### src/rtl/que_pkg.sv
// Shared definitions for the capture-side aggregator and the que_aiso serializer:
// default geometry and the chunk-counter width helper.
package que_pkg;

  localparam int DEF_ENQ_WIDTH = 32;
  localparam int DEF_CHUNKS    = 12;

  function automatic int cnt_width(input int chunks);
    return $clog2(chunks + 1);
  endfunction

  typedef logic [$clog2(DEF_CHUNKS + 1)-1:0] cnt_t;

endpackage

### src/rtl/que_aiso_if.sv
// Wide-in / narrow-out bus for que_aiso; the master side loads words and pops chunks.
interface que_aiso_if
  import que_pkg::*;
#(
  parameter int ENQ_WIDTH = DEF_ENQ_WIDTH,
  parameter int CHUNKS    = DEF_CHUNKS
);

  localparam int OUT_WIDTH = ENQ_WIDTH * CHUNKS;
  localparam int CW        = cnt_width(CHUNKS);

  logic [OUT_WIDTH-1:0] wdata;
  logic                 load;
  logic                 deque;
  logic [ENQ_WIDTH-1:0] rdata;
  logic                 full;
  logic                 empty;
  logic [CW-1:0]        count;
  logic                 err;

  modport master (output wdata, load, deque, input rdata, full, empty, count, err);
  modport slave  (input wdata, load, deque, output rdata, full, empty, count, err);

endinterface

### src/rtl/que_aiso.sv
// All-in, serial-out width converter: one wide word in, CHUNKS narrow chunks out, MSB first.
// Optional sticky misuse flag enabled by defining QUE_AISO_ERR_EN.
module que_aiso
  import que_pkg::*;
#(
  parameter int ENQ_WIDTH = DEF_ENQ_WIDTH,
  parameter int CHUNKS    = DEF_CHUNKS
) (
  input  logic       clk,
  input  logic       rst,
  que_aiso_if.slave  bus
);

  localparam int OUT_WIDTH = ENQ_WIDTH * CHUNKS;
  localparam int CW        = cnt_width(CHUNKS);
  localparam logic [CW-1:0] CNT_FULL = CW'(CHUNKS);
  localparam logic [CW-1:0] CNT_ONE  = CW'(1);

  logic [OUT_WIDTH-1:0] buffer_reg, buffer_next;
  logic [CW-1:0]        count_reg, count_next;
  logic                 is_empty;
  logic                 load_ok;
  logic                 pop_ok;

  // A load is only taken into an empty buffer, or as a same-cycle refill on the last pop.
  always_comb begin
    is_empty    = (count_reg == '0);
    load_ok     = bus.load && (is_empty || (count_reg == CNT_ONE && bus.deque));
    pop_ok      = bus.deque && !is_empty;
    buffer_next = buffer_reg;
    count_next  = count_reg;
    if (load_ok) begin
      buffer_next = bus.wdata;
      count_next  = CNT_FULL;
    end else if (pop_ok) begin
      buffer_next = buffer_reg << ENQ_WIDTH;
      count_next  = count_reg - CNT_ONE;
    end
  end

  always_ff @(posedge clk) begin
    if (rst) begin
      buffer_reg <= '0;
      count_reg  <= '0;
    end else begin
      buffer_reg <= buffer_next;
      count_reg  <= count_next;
    end
  end

  assign bus.rdata = buffer_reg[OUT_WIDTH-1 -: ENQ_WIDTH];
  assign bus.empty = is_empty;
  assign bus.full  = (count_reg == CNT_FULL);
  assign bus.count = count_reg;

`ifdef QUE_AISO_ERR_EN
  logic err_reg;

  always_ff @(posedge clk) begin
    if (rst) begin
      err_reg <= 1'b0;
    end else if ((bus.load && !load_ok) || (bus.deque && is_empty)) begin
      err_reg <= 1'b1;
    end
  end

  assign bus.err = err_reg;
`else
  assign bus.err = 1'b0;
`endif

endmodule

### src/flat_wrapper.sv
// flat-port wrapper written by rule: the top's interface ports become plain ports
module que_aiso_flat import que_pkg::*;
#(
  parameter int ENQ_WIDTH = DEF_ENQ_WIDTH,
  parameter int CHUNKS    = DEF_CHUNKS
)
  (clk, rst, bus_wdata, bus_load, bus_deque, bus_rdata, bus_full, bus_empty, bus_count, bus_err);
  que_aiso_if #(.ENQ_WIDTH(ENQ_WIDTH), .CHUNKS(CHUNKS)) bus_i ();
  input  logic clk;
  input  logic rst;
  input wire logic [$bits(bus_i.wdata)-1:0] bus_wdata;
  input wire logic [$bits(bus_i.load)-1:0] bus_load;
  input wire logic [$bits(bus_i.deque)-1:0] bus_deque;
  output wire logic [$bits(bus_i.rdata)-1:0] bus_rdata;
  output wire logic [$bits(bus_i.full)-1:0] bus_full;
  output wire logic [$bits(bus_i.empty)-1:0] bus_empty;
  output wire logic [$bits(bus_i.count)-1:0] bus_count;
  output wire logic [$bits(bus_i.err)-1:0] bus_err;
  assign bus_i.wdata = bus_wdata;
  assign bus_i.load = bus_load;
  assign bus_i.deque = bus_deque;
  assign bus_rdata = bus_i.rdata;
  assign bus_full = bus_i.full;
  assign bus_empty = bus_i.empty;
  assign bus_count = bus_i.count;
  assign bus_err = bus_i.err;
  que_aiso #(.ENQ_WIDTH(ENQ_WIDTH), .CHUNKS(CHUNKS)) u_core (.clk(clk), .rst(rst), .bus(bus_i));
endmodule
### config.mk
export PLATFORM = sky130hd
export DESIGN_NAME = que_aiso_flat
export DESIGN_NICKNAME = d
export VERILOG_FILES = /design/src/rtl/que_pkg.sv /design/src/rtl/que_aiso_if.sv /design/src/rtl/que_aiso.sv /design/src/flat_wrapper.sv
export SDC_FILE = /design/constraint.sdc
export NUM_CORES = 1
export LEC_CHECK = 0
export CORE_UTILIZATION = 38
export CTS_BUF_LIST = sky130_fd_sc_hd__clkbuf_4 sky130_fd_sc_hd__clkbuf_8
export CTS_CLUSTER_DIAMETER = 100
export DETAILED_ROUTE_END_ITERATION = 6
export PLACE_DENSITY = 0.68
export SETUP_SLACK_MARGIN = 0.05
export SLEW_MARGIN = 10
export SYNTH_ARGS = -nofsm -noshare
export SYNTH_HDL_FRONTEND = slang
export SYNTH_SLANG_ARGS = --single-unit
### constraint.sdc
create_clock -name clk -period 1.85 [get_ports clk]
set_clock_uncertainty 0.1 [all_clocks]
set_input_delay 0.185 -clock clk [delete_from_list [all_inputs] [get_ports clk]]
set_output_delay 0.185 -clock clk [all_outputs]
set_load 0.01 [all_outputs]
==> flow_summary.json, run 1 <==
{
  "initial_utilization": 0.384,
  "crit_family": "buffers and inverters",
  "ff2ff_setup_slack_ns": -0.37,
  "drc": 1,
  "synth_cells": 2329,
  "max_cap_violations": 0,
  "p_leak_nw": 9.49,
  "min_path_cells": 3,
  "track_usage": 0.288,
  "largest_register_ffs": 384,
  "yosysTopAreaCell": "dfxtp_1",
  "m1WireLength_mm": 34.4,
  "synth_most_common_cell": "dfxtp_1",
  "synth_adder_area_share": 0.00178,
  "synth_top_area_frac": 0.368,
  "violations": "design-rule violations, negative setup slack",
  "top_layer_used": "met5",
  "muxShareOfSynthArea": 0,
  "ir_drop_mv": 1.01,
  "start_kind": "register",
  "yosysUniqueCellTypes": 32,
  "outcome": "complete, but fails checks",
  "finalPower_w": 0.0579,
  "post_drt_wl_per_cell_um": 24.2,
  "clkSinkCount": 388,
  "power_frac_clock": 0.147,
  "synth_compound_area_frac": 0.435,
  "path_class": "reg -> reg",
  "endpoint_kind": "register",
  "hp-class": "in -> reg",
  "period_needed_ns": 2.22,
  "cp_max_fo": 33,
  "grt_max_degree": 124,
  "synth_xor_xnor_area_share": 0,
  "clk_latency_ns": 0.66,
  "syn_nets": 2720,
  "die_w_um": 238,
  "grt_overflow": 0,
  "final_max_slew_viol_count": 0,
  "synth_area_um2": 21100,
  "cp_slowest_cell": "or3b_4",
  "synth-async-reset-ratio": 0,
  "chipHeight_um": 238,
  "finalHoldViolCount": 0,
  "power.internal_w": 0.0321,
  "core_area_um2": 55000,
  "io_buffers": 425,
  "htree_levels": 3,
  "grt_first_pass_wirelength_mm": 127,
  "worstPathArrival_ns": 2.62,
  "reg2reg_to": "u_core.buffer_reg[207]",
  "finalSetupViolCount": 393,
  "fin_crit_sh": 1.20,
  "synth_edf_count": 0,
  "synthSimpleGateAreaFrac": 0.0996,
  "fillers": 4778,
  "ys.flop_type": "dfxtp_1",
  "synth_seq_area_share": 0.368,
  "antenna_found_initial": 3,
  "holdCritStartpoint": "bus_wdata[24]",
  "area_delta_synth_final_pct": 41.1,
  "met3_length_mm": 5.87,
  "synth_warnings": 0,
  "avgSynthCellArea_um2": 9.06,
  "crit_top_cell": "buf_12",
  "first_pass_iters": 7,
  "cts_tree": "done",
  "final_util": 0.541,
  "yosys-top-cells-count": "dfxtp_1, nor3_1, a32oi_1",
  "fin_ws_ns": -0.367,
  "drt-initial-drc-count": 2309,
  "drt.antenna.violating_nets": 0,
  "maxSlewHeadroom": 0.420,
  "clockBufferDepth": 3,
  "drt_wl_total_mm": 84.6,
  "path_clk_slew_ns": 0.06,
  "crit_chain": "inv_4, ha_4, or3b_4, buf_4, buf_12, buf_12, a32oi_1, a211oi_2",
  "numCtsBuffers": 72,
  "worst_pin_slew_ns": 0.870,
  "rows": 86,
  "wl_met2_mm": 40.8,
  "switchingPower_w": 0.0259,
  "via_count": 22280,
  "pwr_density_cell_nw_per_um2": 1950,
  "pin_count": 427,
  "whs_endpoint": "u_core.buffer_reg[24]",
  "critPathMaxStageDelay_ns": 0.40,
  "critPathBufInv": 4,
  "worstReg2RegStart": "u_core.bus.count[0]",
  "max_freq_ghz": 0.451,
  "grt_pass1_vias": 21742,
  "drive_above_1_share": 0.262,
  "seqPwrFrac": 0.250,
  "synth_top_family_by_area": "compound AO/OA/AOI/OAI gates",
  "swShare": 0.446,
  "grt_setup_unrepaired": "true",
  "design_area_um2": 29800,
  "seq_area_um2": 7770,
  "die-area_um2": 56500,
  "multi_input_area_um2": 11900,
  "root_buffer": "clkbuf_8",
  "dp_hpwl_mm": 56.3,
  "placed_cell_area_um2": 27000,
  "avgViaCountPerCell": 6.39,
  "cp_data_required_time_ns": 2.25,
  "synth_seq_cells": 388,
  "gp_congestion": 0.892,
  "worst-r2r-cell-count": 8,
  "comb_power_share": 0.603,
  "finalNetCount": 3084,
  "synth_area_leaders": "dfxtp_1, a211oi_2, a32oi_1"
}
cell type report:
cell class | instances | share of cell area
Antenna cell | 3 | 0.000252
Clock inverter | 6 | 0.00130
Timing Repair Buffer | 697 | 0.259
Sequential cell | 388 | 0.261
Multi-Input combinational cell | 1529 | 0.398
Inverter | 5 | 0.00151
Tap cell | 748 | 0.0314
Clock buffer | 112 | 0.0467
cells by family (layout without fill, tap and decap cells):
family | Yosys count | after routing
AO/OA/AOI/OAI | 1108 | 1108
adder cells (fa/ha/maj) | 3 | 3
buffers and inverters | 412 | 820
flip-flops | 388 | 388
other | 1 | 4
AND/OR/NAND/NOR | 417 | 417
how the worst max path moves through the flow:
stage	startpoint	end	slack [ns]	cells past startpoint
after floorplan	u_core.bus.count[0]	u_core.buffer_reg[108]	-0.05	8
after global placement	bus_load	u_core.buffer_reg[322]	-0.32	5
after detailed placement	bus_load	u_core.buffer_reg[33]	-0.31	6
after CTS	u_core.bus.count[0]	bus_empty	-0.42	6
after global routing	u_core.bus.count[0]	bus_empty	-0.43	6
final	u_core.bus.count[0]	u_core.buffer_reg[207]	-0.37	8
power by group through the flow:
| stage | clock, W | sequential, W | combinational, W |
|---|---|---|---|
| floorplan | 0 | 0.0132 | 0.0203 |
| global placement | 0 | 0.0143 | 0.0294 |
| detailed placement | 0 | 0.0144 | 0.0300 |
| CTS | 0.00863 | 0.0143 | 0.0337 |
| global route | 0.00900 | 0.0147 | 0.0370 |
| finish | 0.00850 | 0.0145 | 0.0349 |
worst min-delay path: cells and delay by family:
| family | cells | cell delay [ns] |
|---|---|---|
| buffers and inverters | 1 | 0.42 |
| AOI/OAI and AO/OA | 1 | 0.06 |
| and+or+nand+nor | 1 | 0.08 |
layer usage:
metal | vias up | global-route usage
met2 | 1095 | 0.481
met1 | 10875 | 0.366
li1 | 10104 | -
met3 | 204 | 0.0466
met4 | 2 | 0.121
met5 | - | 0
cells in the final DEF, fill, tap and decap left out, types with 3 or more instances in the layout:
cell,instances
buf_12,71
nor3_1,353
o221ai_1,32
nand2_1,3
diode_2,3
dfxtp_2,3
clkbuf_4,24
a211oi_2,270
dfxtp_1,384
buf_4,155
a32oi_4,8
a21oi_1,34
buf_8,5
a211oi_1,60
clkinv_2,3
bufbuf_16,9
buf_16,10
clkdlybuf4s50_1,419
a32oi_2,44
nand3_1,55
dlygate4sd3_1,17
a32oi_1,278
o21ai_0,63
a311oi_1,23
clkbuf_8,88
o21ai_1,290
buf_6,8
through the flow:
stage	hold WS (ns)	worst slack, ns	instances	TNS, ns
after floorplan	0.233	-0.0457	2329	-10.91
after global placement	0.366	-0.317	3326	-61.76
after detailed placement	0.374	-0.310	3326	-71.35
after CTS	0.00225	-0.415	3479	-105.72
after global routing	0.00574	-0.435	3487	-118.42
final	0.0382	-0.367	3488	-92.76
timing repair:
item / in CTS / in global routing
cloned: 13 / 1
pin swaps: 6 / 11
endpoints found under the setup margin: 426 / 424
setup buffers: 5 / 5
gates resized for setup: 83 / 34
hold buffers: 17 / 0
hold endpoints to repair: 37 / 0
Note: power is estimated with default switching activity, not from simulation.
==> inputs of run 2 (changes only) <==
- PLACE_DENSITY: 0.68 -> not set
- PLACE_DENSITY_LB_ADDON: not set -> 0.25
==> run 2 against run 1 <==
  * The run ends with negative setup slack left
  * Total power up 0.70%
  * Critical path depth up 1
  * Sequential power about the same
  * Combinational power about the same
  * Final area up 3.5%
  * Via count down 0.35%
  * Highest routed layer is now met4
  * Non-clock buffer count up 74
  * Cell count up 2.3%
  * Clock power up 0.5%
  * Flip-flop and latch count unchanged
  * Utilization up 1.9 points
==> flow_summary.json, run 2 (synthesis results as in run 1) <==
{
  "grt_first_pass_wirelength_mm": 126,
  "post_drt_wl_per_cell_um": 23.8,
  "max_cap_violations": 0,
  "crit_start": "u_core.bus.count[0]",
  "whs_endpoint": "u_core.buffer_reg[3]",
  "drt-initial-drc-count": 1816,
  "die_w_um": 238,
  "design_area_um2": 30800,
  "grt_overflow": 0,
  "clkSinkCount": 388,
  "die-area_um2": 56500,
  "multi_input_area_um2": 12500,
  "track_usage": 0.285,
  "placed_cell_area_um2": 27500,
  "drc": 0,
  "largest_register_ffs": 384,
  "period_needed_ns": 2.21,
  "grt_max_degree": 128,
  "via_count": 22203,
  "start_kind": "register",
  "grt_setup_unrepaired": "true",
  "endpoint_kind": "register",
  "worst_pin_slew_ns": 0.672,
  "path_class": "reg -> reg",
  "maxSlewHeadroom": 0.552,
  "chipHeight_um": 238,
  "drt.antenna.violating_nets": 0,
  "final_max_slew_viol_count": 0,
  "worstReg2RegStart": "u_core.bus.count[0]",
  "core_area_um2": 55000,
  "worstPathArrival_ns": 2.64,
  "final_cell_mix": "clkdlybuf4s50_1, dfxtp_1, nor3_1",
  "dp_hpwl_mm": 57.6,
  "gp_congestion": 0.882,
  "holdWs_ns": 0.0290,
  "layout_commonest_cell": "clkdlybuf4s50_1",
  "drt_wl_total_mm": 85.1,
  "finalNetCount": 3156,
  "ir_drop_mv": 1.09,
  "grt_pass1_vias": 21749,
  "finalSetupViolCount": 394,
  "area_delta_synth_final_pct": 46.0,
  "path_clk_slew_ns": 0.06,
  "rows": 86,
  "avgViaCountPerCell": 6.22,
  "fin_ws_ns": -0.356,
  "io_buffers": 425,
  "htree_levels": 3,
  "root_buffer": "clkbuf_8",
  "outcome": "complete, but fails checks",
  "min_path_cells": 3,
  "p_leak_nw": 9.85,
  "drive_above_1_share": 0.308,
  "cp_data_required_time_ns": 2.28,
  "pwr_density_cell_nw_per_um2": 1890,
  "worst-r2r-cell-count": 9,
  "cp_max_fo": 20,
  "max_freq_ghz": 0.453,
  "finalHoldViolCount": 0,
  "pin_count": 427,
  "ff2ff_setup_slack_ns": -0.36,
  "violations": "negative setup slack",
  "holdCritStartpoint": "bus_wdata[3]",
  "numCtsBuffers": 69,
  "reg2reg_to": "u_core.buffer_reg[162]",
  "seq_area_um2": 7770,
  "clockBufferDepth": 3,
  "cts_tree": "done",
  "clk_latency_ns": 0.67,
  "fin_crit_sh": 1.19,
  "initial_utilization": 0.384,
  "antenna_found_initial": 2,
  "fillers": 4869,
  "hp-class": "in -> reg",
  "first_pass_iters": 7
}
-- run 2: cell types whose count changed in the layout (fill, tap and decap cells not counted), sizes merged --
cell / delta
dlygate4sd3: +8
bufbuf: -9
clkbuf: +4
clkinvlp: +3
clkdlybuf4s15: +2
clkinv: +2
buf: +69
-- run 2: final cells by class --
cell class	count	area share
clock buffer	112	0.0447
tap	748	0.0304
inverter	5	0.00146
multi-input combinational	1529	0.407
clock inverter	10	0.00203
timing repair buffer	771	0.262
timing repair inverter	1	0.000365
sequential	388	0.252
antenna	3	0.000244
-- run 2: worst max path at each step --
stage | slack [ns] | endpoint | cells past startpoint
4_1_cts | -0.38 | bus_empty | 6
5_1_grt | -0.41 | u_core.buffer_reg[187] | 9
3_3_place_gp | -0.32 | u_core.buffer_reg[94] | 6
3_5_place_dp | -0.35 | u_core.buffer_reg[80] | 7
2_1_floorplan | -0.05 | u_core.buffer_reg[108] | 8
6_report | -0.36 | u_core.buffer_reg[162] | 9
-- run 2: stage by stage --
stage | power [W] | utilization | setup WS [ns] | cells | setup TNS (ns)
CTS | 0.0555 | 0.545 | -0.380 | 3553 | -100.74
detailed placement | 0.0451 | 0.501 | -0.349 | 3399 | -73.89
finish | 0.0583 | 0.560 | -0.356 | 3567 | -82.71
global placement | 0.0445 | 0.501 | -0.324 | 3399 | -65.16
floorplan | 0.0335 | - | -0.0457 | 2329 | -10.91
global route | 0.0611 | 0.560 | -0.414 | 3566 | -109.12
-- run 2: routing by layer --
| metal | global-route usage | wire [µm] | vias to the layer above | part of all wire |
|---|---|---|---|---|
| met2 | 0.475 | 41000 | 799 | 0.48 |
| li1 | - | - | 10241 | - |
| met3 | 0.0424 | 4480 | 176 | 0.053 |
| met1 | 0.368 | 36500 | 10987 | 0.43 |
| met5 | 0 | 0 | - | 0 |
| met4 | 0.113 | 3080 | 0 | 0.036 |
-- run 2: timing repair --
| item | 4_1_cts | 5_1_grt |
|---|---|---|
| setup endpoints to repair | 426 | 426 |
| hold endpoints to repair | 54 | 0 |
| gates resized for setup | 98 | 93 |
| pin swaps | 2 | 3 |
| hold buffers | 25 | 0 |
| cloned | 1 | 5 |
| setup buffers | 6 | 6 |
-- run 2: power by group --
part,total [W],internal [W],leakage (nW),switching (W)
logic,0.0350,0.0151,5.90,0.0199
registers,0.0147,0.0119,3.20,0.00285
clock network,0.00854,0.00470,0.758,0.00384
-- run 2: worst max-delay path, stage by stage, from the launching register on --
cell	delay, ns
dfxtp_4	0.35
inv_4	0.06
ha_4	0.12
or3b_4	0.44
buf_6	0.19
buf_12	0.16
buf_12	0.15
buf_4	0.17
a32oi_1	0.23
a211oi_2	0.09
